**src/rtl/cpu_pkg.sv**
```systemverilog
// Shared CPU definitions: sequencer state encoding and RV32I opcode constants.
package cpu_pkg;

    typedef enum logic [2:0] {
        FETCH      = 3'd0,
        WAIT_INSTR = 3'd1,
        EXECUTE    = 3'd2,
        LOAD       = 3'd3,
        WAIT_DATA  = 3'd4,
        STORE      = 3'd5,
        WAIT_STORE = 3'd6,
        HALT       = 3'd7
    } cpuState_t;

    // addi x0,x0,0 -- harmless instruction held in instr after reset
    localparam logic [31:0] NOP_INSTR = 32'h0000_0013;

    // RV32I major opcodes (instr[6:0])
    localparam logic [6:0] OP_LUI    = 7'b0110111;
    localparam logic [6:0] OP_AUIPC  = 7'b0010111;
    localparam logic [6:0] OP_JAL    = 7'b1101111;
    localparam logic [6:0] OP_JALR   = 7'b1100111;
    localparam logic [6:0] OP_BRANCH = 7'b1100011;
    localparam logic [6:0] OP_LOAD   = 7'b0000011;
    localparam logic [6:0] OP_STORE  = 7'b0100011;
    localparam logic [6:0] OP_IMM    = 7'b0010011;
    localparam logic [6:0] OP_REG    = 7'b0110011;
    localparam logic [6:0] OP_FENCE  = 7'b0001111;
    localparam logic [6:0] OP_SYSTEM = 7'b1110011;

    // States in which the memory port carries the load/store address
    function automatic logic isDataPhase(input cpuState_t s);
        return (s == LOAD) || (s == WAIT_DATA) || (s == STORE) || (s == WAIT_STORE);
    endfunction

endpackage

```
**src/rtl/cpu_sequencer.sv**
```systemverilog
// Multi-cycle control sequencer: fetch, execute, optional load/store, halt.
// Memory strobes and rf_we are decoded from the current state and are forced
// low while reset is high so reset silences the bus immediately.
module cpu_sequencer
    import cpu_pkg::*;
#(
    parameter logic [31:0] RESET_PC = 32'h0000_0000
) (
    input  logic        clk,
    input  logic        reset,
    output logic [31:0] mem_addr,
    output logic        mem_rstrb,
    input  logic [31:0] mem_rdata,
    input  logic        mem_rbusy,
    output logic [3:0]  mem_wmask,
    input  logic        mem_wbusy,
    output logic [31:0] instr,
    input  logic        isLoad,
    input  logic        isStore,
    input  logic        isSYSTEM,
    input  logic        isBranch,
    input  logic [4:0]  rdId,
    input  logic [31:0] next_pc,
    input  logic [31:0] ls_addr,
    input  logic [3:0]  store_wmask,
    output logic [31:0] pc,
    output logic        rf_we,
    output logic [2:0]  state,
    output logic        halted
);

    cpuState_t curState, nxtState;

    assign state    = curState;
    assign halted   = (curState == HALT);
    assign mem_addr = isDataPhase(curState) ? ls_addr : pc;

    // State, program counter and instruction register
    always_ff @(posedge clk or posedge reset) begin
        if (reset) begin
            curState <= FETCH;
            pc       <= RESET_PC;
            instr    <= NOP_INSTR;
        end else begin
            curState <= nxtState;
            if (curState == WAIT_INSTR && !mem_rbusy)
                instr <= mem_rdata;
            // wrap-around is already in next_pc; only word-align it
            if (curState == EXECUTE)
                pc <= {next_pc[31:2], 2'b00};
        end
    end

    // Next-state decode and per-state memory/write-back strobes
    always_comb begin
        nxtState  = curState;
        mem_rstrb = 1'b0;
        mem_wmask = 4'b0000;
        rf_we     = 1'b0;
        case (curState)
            FETCH: begin
                mem_rstrb = 1'b1;
                nxtState  = WAIT_INSTR;
            end
            WAIT_INSTR: begin
                if (!mem_rbusy) nxtState = EXECUTE;
            end
            EXECUTE: begin
                rf_we = !(isLoad | isStore | isBranch | isSYSTEM) && (rdId != 5'd0);
                if (isLoad)        nxtState = LOAD;
                else if (isStore)  nxtState = STORE;
                else if (isSYSTEM) nxtState = HALT;
                else               nxtState = FETCH;
            end
            LOAD: begin
                mem_rstrb = 1'b1;
                nxtState  = WAIT_DATA;
            end
            WAIT_DATA: begin
                if (!mem_rbusy) begin
                    rf_we    = (rdId != 5'd0);
                    nxtState = FETCH;
                end
            end
            STORE: begin
                mem_wmask = store_wmask;
                nxtState  = WAIT_STORE;
            end
            WAIT_STORE: begin
                if (!mem_wbusy) nxtState = FETCH;
            end
            HALT: begin
                nxtState = HALT;
            end
            default: nxtState = FETCH;
        endcase
        if (reset) begin
            mem_rstrb = 1'b0;
            mem_wmask = 4'b0000;
            rf_we     = 1'b0;
        end
    end

endmodule

```
**config.mk**
```make
export PLATFORM = sky130hd
export DESIGN_NAME = cpu_sequencer
export DESIGN_NICKNAME = d
export VERILOG_FILES = /design/src/rtl/cpu_pkg.sv /design/src/rtl/cpu_sequencer.sv
export SDC_FILE = /design/constraint.sdc
export NUM_CORES = 1
export LEC_CHECK = 0
export ABC_CLOCK_PERIOD_IN_PS = 2000
export BUFFER_PORTS_ARGS = -buffer_cell sky130_fd_sc_hd__buf_2
export CAP_MARGIN = 20
export CORE_ASPECT_RATIO = 0.8
export CORE_MARGIN = 2
export CORE_UTILIZATION = 37
export CTS_CLUSTER_SIZE = 40
export DETAILED_ROUTE_END_ITERATION = 6
export PLACE_DENSITY_LB_ADDON = 0.3
export SLEW_MARGIN = 30
export SYNTH_ARGS = -nofsm -noshare
export SYNTH_HDL_FRONTEND = slang
export SYNTH_SLANG_ARGS = --single-unit
```
**constraint.sdc**
```tcl
create_clock -name clk -period 2 [get_ports clk]
set_clock_uncertainty 0.1 [all_clocks]
set_input_delay 0.1 -clock clk [delete_from_list [all_inputs] [get_ports clk]]
set_output_delay 0.1 -clock clk [all_outputs]
set_load 0.01 [all_outputs]
```
==> Word-level counts from Yosys, hierarchy flattened <==
Cells that the tools add are included.
{ "word_totals": {"out_inout_bits": 106, "word_cells": 42, "input_bits": 113, "register_bits": 65} }
{ "classes": {"n_bitwise": 3, "reduce_logical": 11, "n_mux": 15, "n_eq_ne": 10} }
{ "ops": {"columns": ["operator", "count"], "rows": [
  ["2-to-1 mux 32 bit", 1],
  ["one-hot mux 3 bit (8 select lines)", 1],
  ["2-to-1 mux 3 bit", 6],
  ["equality test 3 bit, second input constant", 4],
  ["2-to-1 mux 4 bit", 2],
  ["equality test 3 x 2 -> 1 bit, second input constant", 2],
  ["!= test 2 bit, second input constant", 3],
  ["nonzero test 5 bit", 1],
  ["2-to-1 mux 1 bit", 4],
  ["equality test 3 x 1 -> 1 bit, second input constant", 1],
  ["logical NOT 3 bit", 1],
  ["logical OR 1 bit", 3],
  ["OR 1 bit", 3],
  ["AND reduction 3 bit", 1],
  ["logical AND 1 bit", 2],
  ["logical NOT 1 bit", 2],
  ["one-hot mux 1 bit (2 select lines)", 1],
  ["OR reduction 2 bit", 1]
]} }

==> Longest topological paths before layout <==
Gate-level depths: netlist (run 1).
{ "logic_depth": {"ltp_word": 7, "depth_mapped": 5, "mapped_depth_nobuf": 3} }

==> Least setup slack after synthesis (run 1) <==
No wires, ideal clock.
{ "synth_path": {"path_type": "input -> output", "from": "input reset", "to": "output rf_we", "path_stages": 3, "path_buffers": 0, "setup_slack_ps": -158, "required_time_ps": 1800, "arrival_ps": 1958, "cell_sequence": "inv_1 -> o21ai_0 -> nor2_1"} }
{ "synth_between": {"elab_chain_cells": 1} }
{ "synth_lines": {"columns": ["element", "line", "text"], "rows": [
  ["start, declared", "cpu_sequencer.sv:10", "input logic reset,"],
  ["2-to-1 mux 1 bit", "cpu_sequencer.sv:97", "if (reset) begin"],
  ["end, declared", "cpu_sequencer.sv:27", "output logic rf_we,"]
]} }
No other way between the ends.

==> Worst setup path in the final report (run 1) <==
{ "layout_path": {"from": "register curState[1], in the netlist state[1]", "to": "output mem_addr[26]"} }
{ "layout_between": {"elab_chain_cells": 5, "elab_cells_between_ends": 8, "classes_between": "eq/ne: 4; mux: 1; reduce/logical: 3"} }
{ "layout_lines": {"columns": ["element", "line", "text"], "rows": [
  ["start, declared", "cpu_sequencer.sv:32", "cpuState_t curState, nxtState;"],
  ["start signal, assigned", "cpu_sequencer.sv:45", "curState <= nxtState;"],
  ["equality test 3 x 2 -> 1 bit or equality test 3 bit (tied branches)", "cpu_pkg.sv:33", "return (s == LOAD) || (s == WAIT_DATA) || (s == STORE) || (s == WAIT_STORE);"],
  ["logical OR 1 bit (2 in series)", "cpu_pkg.sv:33", null],
  ["logical OR 1 bit (*)", "cpu_pkg.sv:33", null],
  ["2-to-1 mux 32 bit (*)", "cpu_sequencer.sv:36", "assign mem_addr = isDataPhase(curState) ? ls_addr : pc;"],
  ["end, declared", "cpu_sequencer.sv:11", "output logic [31:0] mem_addr,"]
]} }
Every way passes the cells marked *; elsewhere a longest branch is shown, timed or not.

==> summary.md, run 1 <==
| Metric | Value |
|---|---|
| Die ar. | `slightly above 0.009 mm^2` |
| H-tree Lvls | `3` |
| Final setup margin | `-17.9 ps` |
| Synthesis Warnings | `0` |
| Peak Freq | `roughly 500 MHz` |
| Violated checks | `setup timing` |
| Largest incremental delay on the critical path | `around 420 ps` |
| DRC | `0` |
| GRT Util Overall | `0.188` |
| Critical path fanouts, max | `5` |
| Crit. End Element | `output pin` |
| Antenna Diode Count | `0` |
| Number of setup violations in the final report | `17` |
| DRT antenna net count | `0` |
| Worst-Skew Late Latency | `around 330 ps` |
| Worst path slowest cell | `dfrtp_1` |
| Vias in the first global route | `between 2000 and 3000` |
| HPWL Detailed | `6020 um` |
| First-pass DRT Iterations | `4` |
| Global-route wire length before repair | `~14000 um` |
| WL final | `9920 um` |
| Syn Std Cell Area | `0.00315 mm^2` |
| Share of cells above drive strength 1 | `0.696` |
| FF+latch count, synth | `65` |
| Max Cap Violations | `0` |
| Hold WC Path Type | `input pin to flip-flop` |
| CTS tree | `yes` |
| Worst-Margin Slew | `533 ps` |
| Synth area leader | `dfrtp_1` |
| Post-synth top cells | `dfrtp_1 (62), mux2_2 (60), mux2_4 (30)` |
| TNS Setup | `-128 ps` |
| Number of synthesized flops with an enable pin | `0` |
| Routability Congestion | `about 0.81` |
| CORE AREA | `0.00837 mm^2` |
| Crit path kind | `flip-flop to output pin` |
| CP cell instances | `nand2_2, xor2_4, buf_12, buf_8, mux2_1, buf_2` |
| Pre-CTS setup slack | `between 150 and 200 ps` |
| Hold worst-path end | `state[2]$_DFFE_PP0P_` |
| Vias | `between 2000 and 3000` |
| Buffers added on ports | `between 200 and 250` |
| WL per Instance | `15.8 um` |
| R2R Setup Slk | `roughly 80 ps` |
| Hold WS | `roughly 48 ps` |
| DR top layer | `met4` |
| Outcome | `finished with violations` |
| Min-Delay Startpoint | `mem_wbusy` |
| Clock tree buffer depth | `2` |
| Reg2reg start | `state[1]$_DFFE_PP0P_` |
| LEAKAGE | `2.91 nW` |
| Root Driver | `clkbuf_8` |
| Area Overhead vs Synth | `81.6%` |
| Starting density of the core | `0.377` |
| Most common cell in the netlist | `dfrtp_1` |
| CP delay by family, top | `buffers and inverters` |
| Chip Height | `86.6 um` |
| Clock Pin Slew Worst Setup and Hold Paths | `about 80 ps` |
| Clock Sinks | `65` |
| Min cycle time layout | `a little over 2000 ps` |
| CP required | `1800 ps` |
| Drt via density | `~4.6` |
| End of the worst register-to-register path | `instr[9]$_DFFE_PP0P_` |
| Sequential-to-total area share from yosys stat | `0.517` |
| Met2 WL | `about 5400 um` |
| Yosys cell types | `31` |
| Rows | `30` |
| Top_reg_cell synth | `dfrtp_1` |
| PD cells | `around 1700 mW/mm^2` |
| GR Overflow Total | `0` |
| Max VDD drop | `around 0.00085 V` |
| Area share of the largest cell type after synthesis | `0.492` |
| Final net count | `622` |
| Routed length on met1 | `3920 um` |
| Reg2Reg Depth | `5` |
| Final period util | `1.01` |
| Mean post-synth cell area | `between 15 and 20 um^2` |
| Hold Fails Final Rpt | `0` |
| Slew margin rel. | `0.644` |
| I/O Pins | `approximately 220` |
| Final core utilization | `0.684` |
| Fin. max-slew vios | `0` |
| Inserted Clock Buffers | `9` |
| Die Wd | `about 110 um` |
| Arr. time, crit path | `between 1500 and 2000 ps` |
| Largest net degree at the start of global routing | `45` |
| Routed length on met3 | `roughly 540 um` |
| Initial drt markers | `36` |
| Setup crit start kind | `flip-flop` |
| Buf/Inv on CP | `3` |
| Hold-critical path depth | `4` |
| Initial antenna violation count | `0` |
| Cell count after synthesis | `209` |
| Top cells by area, synth | `dfrtp_1 (49%), mux2_2 (21%), mux2_4 (14%), dfstp_2 (2.5%), buf_8 (1.4%)` |
| Async SR Flop Fraction | `1.00` |
| Unrepaired setup endpoints after global routing | `true` |
[worst min-delay path: cells and delay by family]
family | cells | cell delay, ps
buffers and inverters | 1 | 70
AOI/OAI and AO/OA | 1 | 70
and+or+nand+nor | 2 | 200
[final cells by class]
class | count | area [um^2]
flip-flops and latches | 65 | 1630
fillers | 610 | 2650
repair buffers | 302 | 2220
clock buffers | 10 | 138
inverters | 2 | 11.3
multi-input cells | 129 | 1520
clock inverters | 6 | 66.3
well taps | 112 | 140
[how the worst max path moves through the flow]
stage | startpoint | to | slack [ps] | cells past startpoint
global route | state[1]$_DFFE_PP0P_ | mem_addr[26] | -110 | 6
finish | state[1]$_DFFE_PP0P_ | mem_addr[26] | -20 | 6
CTS | state[1]$_DFFE_PP0P_ | mem_addr[12] | -20 | 5
detailed placement | state[0]$_DFFE_PP0P_ | instr[9]$_DFFE_PP0P_ | 200 | 4
floorplan | state[0]$_DFFE_PP0P_ | instr[10]$_DFFE_PP0P_ | 240 | 5
global placement | state[0]$_DFFE_PP0P_ | instr[14]$_DFFE_PP0P_ | 230 | 4
[per-layer routing]
layer | track usage | vias to the layer above
met3 | 0.0571 | 9
met1 | 0.211 | 1407
met4 | 0.0484 | 0
met5 | 0 | -
met2 | 0.349 | 120
li1 | - | 1339
[flip-flops by register name (all words and copies together) (netlist names)]
name   cells
pc        30
instr     32
state      3
[timing repair]
item / 4_1_cts / 5_1_grt
hold buffers: 64 / 0
gates cloned: 0 / 4
buffers inserted: 2 / 6
gates resized for setup: 2 / 62
endpoints found under the hold margin: 85 / 0
pin swaps: 0 / 1
endpoints found under the setup margin: 31 / 35
[placed cells by master, fill, tap and decap left out, types with 3 or more instances in the layout]
cell	count
buf_2	185
dlygate4sd3_1	64
dfrtp_1	61
mux2_4	56
mux2_2	35
buf_6	29
buf_4	13
clkbuf_8	10
buf_12	6
and2_1	5
nor2b_1	4
o21ai_0	4
clkbuf_16	3
dfstp_2	3
[cells by family (layout without fill, tap and decap cells)]
| family | Yosys count | in the layout | share of synthesized area |
|---|---|---|---|
| flip-flops | 65 | 65 | 0.517 |
| buffers and inverters | 16 | 320 | 0.0401 |
| AO/OA/AOI/OAI | 7 | 7 | 0.0127 |
| XOR/XNOR | 2 | 2 | 0.00794 |
| multiplexers | 92 | 92 | 0.364 |
| other | 1 | 2 | 0.00119 |
| AND/OR/NAND/NOR | 26 | 26 | 0.0567 |
[through the flow]
| step | total power [mW] | instances | cell area, um^2 |
|---|---|---|---|
| final | 9.72 | 626 | 5730 |
| after CTS | 8.16 | 616 | 5280 |
| after global placement | 6.74 | 534 | 4410 |
| after floorplan | 5.18 | 210 | 3160 |
| after detailed placement | 6.85 | 534 | 4410 |
| after global routing | 10.3 | 626 | 5730 |
[where the power goes]
part / total (mW) / switching (mW) / internal [mW]
Sequential: 2.49 / 0.476 / 2.01
Clock: 1.13 / 0.518 / 0.614
Combinational: 6.10 / 2.42 / 3.68
(Power assumes the default switching activity.)
==> inputs of run 2 (changes only) <==
--- a/config.mk
+++ b/config.mk
@@ -9,11 +9,11 @@
 export BUFFER_PORTS_ARGS = -buffer_cell sky130_fd_sc_hd__buf_2
 export CAP_MARGIN = 20
 export CORE_ASPECT_RATIO = 0.8
-export CORE_MARGIN = 2
+export CORE_MARGIN = 5
 export CORE_UTILIZATION = 37
 export CTS_CLUSTER_SIZE = 40
 export DETAILED_ROUTE_END_ITERATION = 6
-export PLACE_DENSITY_LB_ADDON = 0.3
+export PLACE_DENSITY = 0.76
 export SLEW_MARGIN = 30
 export SYNTH_ARGS = -nofsm -noshare
 export SYNTH_HDL_FRONTEND = slang
==> run 2 against run 1 <==
Compared with the run above: the flow still finishes with violations (setup timing); global-route usage shrank 0.72 points; non-clock buffer count shrank 8; die area grew 13%; sequential share of layout area grew 1.7 points; fmax shrank 2.4%; highest routed layer unchanged.
==> summary.md, run 2 (synthesis results as in run 1) <==
| Metric | Value |
|---|---|
| Outcome | `finished with violations` |
| Violated checks | `setup timing` |
| Min-Delay Startpoint | `mem_wbusy` |
| Leading cell type in the layout, fill and taps excluded | `buf_2` |
| Met2 WL | `5410 um` |
| Worst path slowest cell | `dfrtp_2` |
| Initial drt markers | `75` |
| Routed length on met1 | `approximately 3900 um` |
| Crit path kind | `flip-flop to output pin` |
| Chip Height | `92.6 um` |
| Largest net degree at the start of global routing | `66` |
| Area Overhead vs Synth | `71.6%` |
| Clock Sinks | `65` |
| Reg with most FFs | `instr` |
| Post-route cell area | `between 0.005 and 0.006 mm^2` |
| GRT Util Overall | `0.181` |
| Reg2reg start | `state[1]$_DFFE_PP0P_` |
| Largest register FFs | `32` |
| HPWL Detailed | `6530 um` |
| I/O Pins | `~220` |
| Routability Congestion | `0.795` |
| Antenna Diode Count | `0` |
| Starting density of the core | `0.375` |
| Final setup margin | `-67.2 ps` |
| Die Wd | `113 um` |
| Crit. Startpoint | `state[1]$_DFFE_PP0P_` |
| DRT antenna net count | `0` |
| Peak Freq | `about 480 MHz` |
| CTS tree | `yes` |
| Hold WS | `slightly above 60 ps` |
| Hold Fails Final Rpt | `0` |
| Min cycle time layout | `2070 ps` |
| Setup crit start kind | `flip-flop` |
| Placed cells | `between 500 and 600` |
| DRC | `0` |
| Initial antenna violation count | `0` |
| GR Overflow Total | `0` |
| Most frequent cells in the layout | `buf_2 (204), dlygate4sd3_1 (64), dfrtp_1 (59), mux2_2 (52), mux2_4 (38)` |
| Buffers added on ports | `roughly 210` |
| Root Driver | `clkbuf_8` |
| Largest incremental delay on the critical path | `around 440 ps` |
| Clock Pin Slew Worst Setup and Hold Paths | `70 ps` |
| WL per Instance | `approximately 17 um` |
| Routed length on met3 | `854 um` |
| Vias in the first global route | `approximately 3100` |
| DR top layer | `met4` |
| Unrepaired setup endpoints after global routing | `true` |
| Inserted Clock Buffers | `9` |
| Arr. time, crit path | `around 1900 ps` |
| Rows | `30` |
| Area after DPL | `about 0.0044 mm^2` |
| LEAKAGE | `about 2.7 nW` |
| Clock tree buffer depth | `2` |
| PD cells | `~1600 mW/mm^2` |
| Final core utilization | `0.644` |
| Crit. End Element | `output pin` |
| Pre-CTS setup slack | `between 150 and 200 ps` |
| H-tree Lvls | `3` |
| Number of setup violations in the final report | `28` |
| Final net count | `614` |
| Critical path fanouts, max | `8` |
| Worst-Skew Late Latency | `roughly 330 ps` |
| Non-Filler Instances | `approximately 620` |
| CP required | `roughly 1800 ps` |
| Share of cells above drive strength 1 | `0.692` |
| Fin. max-slew vios | `0` |
| Max VDD drop | `0.000775 V` |
| Vias | `approximately 2900` |
| Drt via density | `~4.6` |
| Total power | `8.64 mW` |
| Global-route wire length before repair | `15200 um` |
| First-pass DRT Iterations | `4` |
| Final period util | `1.03` |
| WL final | `around 10000 um` |
| CORE AREA | `between 0.008 and 0.009 mm^2` |
| Max Cap Violations | `0` |
| TNS Setup | `-1010 ps` |
| Die ar. | `~0.010 mm^2` |
| Hold WC Path Type | `input pin to flip-flop` |
| CP cell instances | `nand2_4, xor2_4, clkbuf_16, mux2_2, buf_6` |
-- run 2: path summary, 6_finish.rpt --
check                                             end  slack, ps  cells past startpoint
worst max-delay path                     mem_addr[10]        -70                      5
worst min-delay path             state[1]$_DFFE_PP0P_         60                      4
worst max register to register  instr[18]$_DFFE_PP0P_        160                      4
worst min register to register  instr[22]$_DFFE_PP0P_        410                      1
max in group asynchronous        instr[4]$_DFFE_PP1P_       1130                      4
min in group asynchronous        state[1]$_DFFE_PP0P_        340                      4
-- run 2: final cells by class --
cell class,count,area [um^2]
clock inverter,3,17.5
timing repair buffer,294,1980
sequential,65,1630
multi-input combinational,129,1470
tap,112,140
inverter,2,11.3
clock buffer,13,159
fill,628,3000
-- run 2: worst max-delay path, delay by kind of cell (launching register included) --
family	cells	cell delay (ps)
xor+xnor	1	270
buf+inv	2	370
simple gates	1	100
flops	1	440
mux	1	360
-- run 2: repair_timing --
action                     CTS  global route
pin swaps                    0             1
resized for setup            1            24
hold endpoints to repair   126             0
cloned                       0             3
hold buffers                64             0
buffers inserted             0             4
setup endpoints to repair   30            35
-- run 2: routing by layer --
metal / vias up / global-route usage
li1: 1332 / -
met1: 1380 / 0.195
met2: 139 / 0.339
met3: 10 / 0.0640
met4: 0 / 0.0400
met5: - / 0
-- run 2: power by group --
| group | switching (mW) | internal [mW] |
|---|---|---|
| clock network | 0.475 | 0.515 |
| registers | 0.469 | 2.02 |
| logic | 2.25 | 2.92 |
| total | 3.19 | 5.45 |
